File: config.mk
export PLATFORM = sky130hd
export DESIGN_NAME = dot_product_scheduler_flat
export DESIGN_NICKNAME = d
export VERILOG_FILES = /design/src/rtl/dot_product_scheduler_pkg.sv /design/src/rtl/dot_product_scheduler_if.sv /design/src/rtl/dot_product_scheduler_dp_watchdog.sv /design/src/rtl/dot_product_scheduler.sv /design/src/flat_wrapper.sv
export SDC_FILE = /design/constraint.sdc
export NUM_CORES = 1
export LEC_CHECK = 0
export CORE_AREA = 10 10 387 389
export DETAILED_ROUTE_END_ITERATION = 8
export DIE_AREA = 0 0 397 399
export RECOVER_POWER = 100
export REMOVE_ABC_BUFFERS = 1
export SLEW_MARGIN = 20
export SYNTH_ARGS = -nofsm -noshare
export SYNTH_HDL_FRONTEND = slang
export SYNTH_HIERARCHICAL = 1
export SYNTH_SLANG_ARGS = --single-unit
File: constraint.sdc
create_clock -name clk -period 8 [get_ports clk]
set_input_delay 1.2 -clock clk [delete_from_list [all_inputs] [get_ports clk]]
set_output_delay 1.2 -clock clk [all_outputs]
set_load 0.005 [all_outputs]
File: src/rtl/dot_product_scheduler_pkg.sv
// Shared types and helpers for the dot-product scheduler.
// Latency: n/a (types, constants and a pure function only).
// Backpressure: n/a.
// Contents: sched_state_t FSM encoding, FP_ZERO constant, last_chunk_mask().
package dot_product_pkg;

   typedef enum logic [1:0] {
      IDLE  = 2'd0,
      ISSUE = 2'd1,
      WAIT  = 2'd2,
      DONE  = 2'd3
   } sched_state_t;

   localparam logic [31:0] FP_ZERO = 32'h0000_0000;

   // Upper bound on lane count the mask helper can express; callers
   // truncate the result to their own lane count.
   localparam int MASK_W = 64;

   // Lane mask for the final chunk of a len-element vector: the low
   // (len mod num_inputs) lanes, or every lane when the vector fills
   // the last chunk exactly.
   function automatic logic [MASK_W-1:0] last_chunk_mask(input int len, input int num_inputs);
      logic [MASK_W-1:0] ones;
      int rem;
      ones = '1;
      rem  = len % num_inputs;
      if (rem == 0) begin
         return ones >> (MASK_W - num_inputs);
      end
      return (MASK_W'(1) << rem) - MASK_W'(1);
   endfunction

endpackage

File: src/rtl/dot_product_scheduler_if.sv
// Bundle of the scheduler's chunk-in, datapath and result channels.
// Latency: n/a (wires only).
// Backpressure: in_valid/in_ready on chunks, res_valid/res_ready on results.
// Modports: master = scheduler side, slave = surrounding fetch/datapath/consumer.
interface dot_product_scheduler_if #(
   parameter int WIDTH      = 32,
   parameter int NUM_INPUTS = 7,
   parameter int LEN_W      = 9
);
   // control
   logic                        start;
   logic [LEN_W-1:0]            cfg_len;
   logic                        busy;
   // chunk input stream
   logic [WIDTH*NUM_INPUTS-1:0] in_a;
   logic [WIDTH*NUM_INPUTS-1:0] in_b;
   logic                        in_valid;
   logic                        in_ready;
   // dot-product datapath
   logic [WIDTH*NUM_INPUTS-1:0] dp_a;
   logic [WIDTH*NUM_INPUTS-1:0] dp_b;
   logic [WIDTH-1:0]            dp_c;
   logic [NUM_INPUTS-1:0]       dp_enable;
   logic                        dp_ready;
   logic                        dp_valid;
   logic [WIDTH-1:0]            dp_out;
   // result stream
   logic [WIDTH-1:0]            res_data;
   logic                        res_err;
   logic                        res_valid;
   logic                        res_ready;

   modport master (
      input  start, cfg_len, in_a, in_b, in_valid, dp_valid, dp_out, res_ready,
      output busy, in_ready, dp_a, dp_b, dp_c, dp_enable, dp_ready,
             res_data, res_err, res_valid
   );

   modport slave (
      output start, cfg_len, in_a, in_b, in_valid, dp_valid, dp_out, res_ready,
      input  busy, in_ready, dp_a, dp_b, dp_c, dp_enable, dp_ready,
             res_data, res_err, res_valid
   );
endinterface

File: src/rtl/dot_product_scheduler_dp_watchdog.sv
// Cycle counter bounding how long the scheduler waits for a datapath result.
// Latency: expired rises TIMEOUT-1 enabled cycles after clear.
// Backpressure: none; the count holds once expired until cleared.
// Ports: clk, rst (async active-low), clear, enable, expired.
module dp_watchdog #(
   parameter int TIMEOUT = 64
) (
   input  logic clk,
   input  logic rst,
   input  logic clear,
   input  logic enable,
   output logic expired
);
   localparam int CNT_W = (TIMEOUT > 1) ? $clog2(TIMEOUT) : 1;

   logic [CNT_W-1:0] count;

   always_ff @(posedge clk or negedge rst) begin
      if (!rst) begin
         count <= '0;
      end else if (clear) begin
         count <= '0;
      end else if (enable && !expired) begin
         count <= count + CNT_W'(1);
      end
   end

   assign expired = (count == CNT_W'(TIMEOUT - 1));
endmodule

File: src/rtl/dot_product_scheduler.sv
// Splits long vectors into NUM_INPUTS-wide chunks for the FP dot-product unit,
// chaining each chunk's result into the next chunk's c input.
// Latency per chunk: 1 issue register + datapath latency + 1 capture.
// Backpressure: in_ready only in ISSUE (one chunk in flight); result held until res_ready.
// Ports: clk, rst (async active-low), bus (dot_product_scheduler_if.master).
module dot_product_scheduler
   import dot_product_pkg::*;
#(
   parameter int WIDTH      = 32,
   parameter int NUM_INPUTS = 7,
   parameter int MAX_LEN    = 256,
   parameter int LEN_W      = $clog2(MAX_LEN + 1),
   parameter int TIMEOUT    = 64
) (
   input  logic                    clk,
   input  logic                    rst,
   dot_product_scheduler_if.master bus
);

   sched_state_t     state, state_nxt;
   logic [LEN_W-1:0] len_q;
   logic [LEN_W-1:0] num_chunks;
   logic [LEN_W-1:0] chunk_cnt;
   logic [WIDTH-1:0] acc;
   logic [LEN_W-1:0] len_clamped;
   logic             accept;
   logic             last_chunk;
   logic             wd_expired;

   assign len_clamped = (bus.cfg_len > LEN_W'(MAX_LEN)) ? LEN_W'(MAX_LEN) : bus.cfg_len;
   assign accept      = (state == ISSUE) && bus.in_valid;
   assign last_chunk  = (chunk_cnt == num_chunks - LEN_W'(1));

   dp_watchdog #(.TIMEOUT(TIMEOUT)) u_watchdog (
      .clk     (clk),
      .rst     (rst),
      .clear   (accept),
      .enable  (state == WAIT),
      .expired (wd_expired)
   );

   // State register
   always_ff @(posedge clk or negedge rst) begin
      if (!rst) begin
         state <= IDLE;
      end else begin
         state <= state_nxt;
      end
   end

   // Next-state logic
   always_comb begin
      state_nxt = state;
      case (state)
         IDLE: begin
            if (bus.start) begin
               state_nxt = (len_clamped == '0) ? DONE : ISSUE;
            end
         end
         ISSUE: begin
            if (bus.in_valid) begin
               state_nxt = WAIT;
            end
         end
         WAIT: begin
            // A result landing on the expiry cycle still counts.
            if (bus.dp_valid) begin
               state_nxt = last_chunk ? DONE : ISSUE;
            end else if (wd_expired) begin
               state_nxt = DONE;
            end
         end
         DONE: begin
            // start is not looked at here, so a start coinciding with the
            // result handshake is dropped.
            if (bus.res_ready) begin
               state_nxt = IDLE;
            end
         end
         default: state_nxt = IDLE;
      endcase
   end

   // State-decoded outputs
   always_comb begin
      bus.busy      = (state != IDLE);
      bus.in_ready  = (state == ISSUE);
      bus.res_valid = (state == DONE);
   end

   // Issue registers, accumulator and result
   always_ff @(posedge clk or negedge rst) begin
      if (!rst) begin
         len_q         <= '0;
         num_chunks    <= '0;
         chunk_cnt     <= '0;
         acc           <= '0;
         bus.dp_a      <= '0;
         bus.dp_b      <= '0;
         bus.dp_c      <= '0;
         bus.dp_enable <= '0;
         bus.dp_ready  <= 1'b0;
         bus.res_data  <= '0;
         bus.res_err   <= 1'b0;
      end else begin
         // Single-cycle issue strobe; registered, so dp_valid never
         // reaches it combinationally.
         bus.dp_ready <= accept;

         case (state)
            IDLE: begin
               if (bus.start) begin
                  len_q      <= len_clamped;
                  num_chunks <= LEN_W'((32'(len_clamped) + NUM_INPUTS - 1) / NUM_INPUTS);
                  chunk_cnt  <= '0;
                  acc        <= WIDTH'(FP_ZERO);
                  if (len_clamped == '0) begin
                     bus.res_data <= WIDTH'(FP_ZERO);
                     bus.res_err  <= 1'b0;
                  end
               end
            end
            ISSUE: begin
               if (accept) begin
                  bus.dp_a      <= bus.in_a;
                  bus.dp_b      <= bus.in_b;
                  bus.dp_c      <= acc;
                  bus.dp_enable <= last_chunk ?
                                   NUM_INPUTS'(last_chunk_mask(int'(len_q), NUM_INPUTS)) : '1;
               end
            end
            WAIT: begin
               if (bus.dp_valid) begin
                  acc       <= bus.dp_out;
                  chunk_cnt <= chunk_cnt + LEN_W'(1);
                  if (last_chunk) begin
                     bus.res_data <= bus.dp_out;
                     bus.res_err  <= 1'b0;
                  end
               end else if (wd_expired) begin
                  // Abort with whatever partial sum had accumulated.
                  bus.res_data <= acc;
                  bus.res_err  <= 1'b1;
               end
            end
            DONE: begin
               if (bus.res_ready) begin
                  bus.res_err <= 1'b0;
               end
            end
            default: ;
         endcase
      end
   end

endmodule

File: src/flat_wrapper.sv
// flat-port wrapper written by rule: the top's interface ports become plain ports
module dot_product_scheduler_flat import dot_product_pkg::*;
#(
   parameter int WIDTH      = 32,
   parameter int NUM_INPUTS = 7,
   parameter int MAX_LEN    = 256,
   parameter int LEN_W      = $clog2(MAX_LEN + 1),
   parameter int TIMEOUT    = 64
)
  (clk, rst, bus_start, bus_cfg_len, bus_in_a, bus_in_b, bus_in_valid, bus_dp_valid, bus_dp_out, bus_res_ready, bus_busy, bus_in_ready, bus_dp_a, bus_dp_b, bus_dp_c, bus_dp_enable, bus_dp_ready, bus_res_data, bus_res_err, bus_res_valid);
  dot_product_scheduler_if #(.WIDTH(WIDTH), .NUM_INPUTS(NUM_INPUTS), .LEN_W(LEN_W)) bus_i ();
  input  logic clk;
  input  logic rst;
  input wire logic [$bits(bus_i.start)-1:0] bus_start;
  input wire logic [$bits(bus_i.cfg_len)-1:0] bus_cfg_len;
  input wire logic [$bits(bus_i.in_a)-1:0] bus_in_a;
  input wire logic [$bits(bus_i.in_b)-1:0] bus_in_b;
  input wire logic [$bits(bus_i.in_valid)-1:0] bus_in_valid;
  input wire logic [$bits(bus_i.dp_valid)-1:0] bus_dp_valid;
  input wire logic [$bits(bus_i.dp_out)-1:0] bus_dp_out;
  input wire logic [$bits(bus_i.res_ready)-1:0] bus_res_ready;
  output wire logic [$bits(bus_i.busy)-1:0] bus_busy;
  output wire logic [$bits(bus_i.in_ready)-1:0] bus_in_ready;
  output wire logic [$bits(bus_i.dp_a)-1:0] bus_dp_a;
  output wire logic [$bits(bus_i.dp_b)-1:0] bus_dp_b;
  output wire logic [$bits(bus_i.dp_c)-1:0] bus_dp_c;
  output wire logic [$bits(bus_i.dp_enable)-1:0] bus_dp_enable;
  output wire logic [$bits(bus_i.dp_ready)-1:0] bus_dp_ready;
  output wire logic [$bits(bus_i.res_data)-1:0] bus_res_data;
  output wire logic [$bits(bus_i.res_err)-1:0] bus_res_err;
  output wire logic [$bits(bus_i.res_valid)-1:0] bus_res_valid;
  assign bus_i.start = bus_start;
  assign bus_i.cfg_len = bus_cfg_len;
  assign bus_i.in_a = bus_in_a;
  assign bus_i.in_b = bus_in_b;
  assign bus_i.in_valid = bus_in_valid;
  assign bus_i.dp_valid = bus_dp_valid;
  assign bus_i.dp_out = bus_dp_out;
  assign bus_i.res_ready = bus_res_ready;
  assign bus_busy = bus_i.busy;
  assign bus_in_ready = bus_i.in_ready;
  assign bus_dp_a = bus_i.dp_a;
  assign bus_dp_b = bus_i.dp_b;
  assign bus_dp_c = bus_i.dp_c;
  assign bus_dp_enable = bus_i.dp_enable;
  assign bus_dp_ready = bus_i.dp_ready;
  assign bus_res_data = bus_i.res_data;
  assign bus_res_err = bus_i.res_err;
  assign bus_res_valid = bus_i.res_valid;
  dot_product_scheduler #(.WIDTH(WIDTH), .NUM_INPUTS(NUM_INPUTS), .MAX_LEN(MAX_LEN), .LEN_W(LEN_W), .TIMEOUT(TIMEOUT)) u_core (.clk(clk), .rst(rst), .bus(bus_i));
endmodule
==> qor.yml <==
floorplanning:
  initial_core_util_pct: 17.92
  placement_rows: 139
  core_area_sq_um: 142400
  die_w_microns: 397
  fp.dieH_microns: 399
  die-area_sq_um: 158400
  ios: 1019
clocking:
  clk_latency_ps: 670
  cts_buffers: 75
  tritoncts: "built"
  cts_max_level: 3
  clockBufferDepth: 3
  clock_sinks: 587
  postCtsHoldBufs: 0
  cts-root-buf: "clkbuf_16"
  clk_pin_slew_ps: 60
job:
  cap_viol_max_count: 9
critical_path:
  critPathKind: "in -> reg"
  cp.arrival_ps: 7710
  slowest_delay_ps: 3030
  r2r-start: "u_core/len_q[7]"
  critPathBufInv: 4
  crit_path_cell_trace: "dlygate4sd3_1, inv_1, or3_1, clkinvlp_2, buf_6, nand2_1, nand2_1"
  path_delay_family: "buffers and inverters"
  critical_path.most_common_cell: "nand2_1"
  rrSetupSlack_ps: 880
  worst-path-max-fanout: 167
  crit_slowest_cell: "clkinvlp_2"
  cp-end-kind: "register"
  ff2ff_path_depth: 23
  reg2reg_to: "u_core/bus.dp_enable[4]"
  cp-start-kind: "input port"
  critPathRequiredTime_ps: 8520
pwr:
  share_seq_of_total_power_pct: 33.3
  p_total_mw: 15.43
  power_leakage_nw: 19.31
  swShare_pct: 38.42
  p_clk_share_pct: 23.4
  cell_internal_pwr_mw: 9.503
  ir_drop_mv: 0.1976
  power.density_nw_per_um2: 383.5
  comb_power_share_pct: 43.3
  switchingPower_mw: 5.929
route:
  drt_first_pass_iters: 8
  antenna_left: 0
  drc: 0
  wirelength_microns: 125000
  vias: 24040
  via_per_inst: 4.134
  wire_per_inst_microns: 21.50
  drt_iter0_markers: 1734
layout:
  instances_no_fill: 5815
  syn_to_final_growth_pct: 57.69
  fin_nets: 4358
  drive_gt1_share_pct: 4.658
  final_common_cell: "nand2_1"
  n_fill_cell: 15090
  final_cell_mix: "nand2_1 (1,531), dfrtp_1 (587), dlygate4sd3_1 (526)"
  design_area_sq_um: 40240
  post-route-util_pct: 28.25
worst_hold_path:
  hold_path_startpoint: "u_core/bus.dp_enable[0]"
  min_path_cells: 1
  whs_endpoint: "u_core/bus.dp_enable[0]"
  hold_path_class: "reg -> reg"
timing:
  setup_viol_count_final: 0
  max_slew_margin_pct: -259.6
  min_period_ps: 7188
  finalHoldViolations: 0
  post-route-period-util_pct: 89.85
  rsz0062_at_grt: "no"
  slew_viol_final: 490
  worst_pin_slew_ps: 5394
  whs_ps: 464.2
  skew_ps: 44.46
  max_freq_mhz: 139.1
synth:
  netlist_instances: 2900
  ys.flop_type: "dfrtp_1"
  synth_edf_count: 0
  async_reset_ff_share_pct: 100.0
  ys_warn_count: 6
  syn-mean-instance-area_sq_um: 8.800
  ys_types: 90
  synth-seq-cells: 587
  ys_seq_area_share_pct: 57.56
  syn_area_sq_um: 25520
status:
  violations: "capacitance limit, slew limit"
  status: "complete, but fails checks"
grt:
  grt_antenna_before_repair: 28
  grt_pass1_wl_microns: 176800
  overflow: 0
  grt_max_degree: 168
  grt_pass1_vias: 24100
  track_usage_pct: 14.93
placed_design:
  dp_hpwl_microns: 96880
  port_buffers: 1018
  place.gp.congestion: 0.8719
  dp.cells: 5676
  place_area_sq_um: 37690
[timing repair]
| item | CTS | global route |
|---|---|---|
| resized for setup | 0 | 1 |
| endpoints found under the setup margin | 0 | 1 |
| setup buffers | 0 | 0 |
[how the worst max path moves through the flow]
stage,start,end,slack [ps],cells past startpoint
6_report,bus_in_valid,u_core/bus.dp_a[156],810,7
5_1_grt,u_core/len_q[7],u_core/bus.dp_enable[4],190,23
4_1_cts,u_core/len_q[7],u_core/bus.dp_enable[4],790,23
3_5_place_dp,u_core/len_q[7],u_core/bus.dp_enable[4],840,23
3_3_place_gp,bus_cfg_len[2],u_core/num_chunks[0],930,19
2_1_floorplan,bus_in_valid,u_core/bus.dp_enable[1],-18860,7
[cells by family after synthesis]
family	share of synthesized area, %
DFF	57.56
adders and majority gates	0.5883
xor gates and xnor gates	0.9169
buffers and inverters	3.167
AOI/OAI and AO/OA	8.320
and+or+nand+nor	27.08
muxes	2.368
[flip-flops by register name (all words and copies together) (netlist names), 6 cells and up]
signal	flops
u_core/bus.dp_enable	7
u_core/bus.res_data	32
u_core/acc	32
u_core/u_watchdog/count	6
u_core/bus.dp_b	224
u_core/bus.dp_a	224
u_core/bus.dp_c	32
u_core/num_chunks	8
u_core/len_q	9
u_core/chunk_cnt	9
[Yosys cell counts, types with 14 or more instances]
library cell | instances | area (sq um)
a21oi_1 | 37 | 185.2
nor3_1 | 23 | 115.1
clkbuf_1 | 148 | 555.5
nor2_1 | 52 | 195.2
nand2b_1 | 16 | 100.1
a22o_1 | 33 | 289.0
dfrtp_1 | 587 | 14690
o31ai_1 | 43 | 322.8
o21ai_0 | 43 | 215.2
nand3_1 | 19 | 95.09
nand2_1 | 1532 | 5751
mux2i_1 | 46 | 460.4
inv_1 | 26 | 97.59
o211ai_1 | 14 | 105.1
[layout make-up]
cell class	count	area, sq um	area share [%]
Sequential cell	587	14690	36.50
Timing Repair Buffer	1047	10420	25.89
Multi-Input combinational cell	2114	10030	24.93
Tap cell	1903	2381	5.917
Clock buffer	98	2103	5.227
Clock inverter	35	508.0	1.262
Inverter	26	98.84	0.2456
Antenna cell	5	12.51	0.03109
[per-layer routing]
layer,track usage [%],vias to the layer above,share of wire (%)
met4,3.640,12,1.9
met5,0,-,0.066
met3,4.864,153,8.9
met1,19.20,11600,43
met2,24.09,961,47
li1,-,11320,-
[power by group through the flow]
stage	registers [mW]	logic (mW)	clock network (mW)
2_1_floorplan	5.18	2.90	0
3_3_place_gp	5.18	7.15	0
3_5_place_dp	5.22	7.20	0
4_1_cts	5.20	7.24	3.74
5_1_grt	5.33	7.38	3.85
6_report	5.13	6.68	3.62
[worst register-to-register path: stages (launching register included)]
cell and delay [ps]:
dfrtp_1 690, and2_0 380, ha_1 330, nor2b_1 210, mux2i_1 140, nor2_1 490
a211oi_1 160, a41oi_1 430, mux2i_1 590, ha_1 490, inv_1 160, o21ai_0 300
mux2i_1 200, inv_1 140, ha_1 250, inv_1 130, nor3_2 500, nor4_1 180
o21bai_1 270, ha_1 300, inv_1 80, or3_1 370, a22oi_1 160, o22a_1 140
[per-stage QoR]
| step | TNS [ps] | setup slack [ps] |
|---|---|---|
| 2_1_floorplan | -9179750 | -18860 |
| 3_3_place_gp | 0 | 927.6 |
| 3_5_place_dp | 0 | 839.7 |
| 4_1_cts | 0 | 788.5 |
| 5_1_grt | 0 | 192.5 |
| 6_report | 0 | 811.9 |
Note: power is estimated with default switching activity, not from simulation.
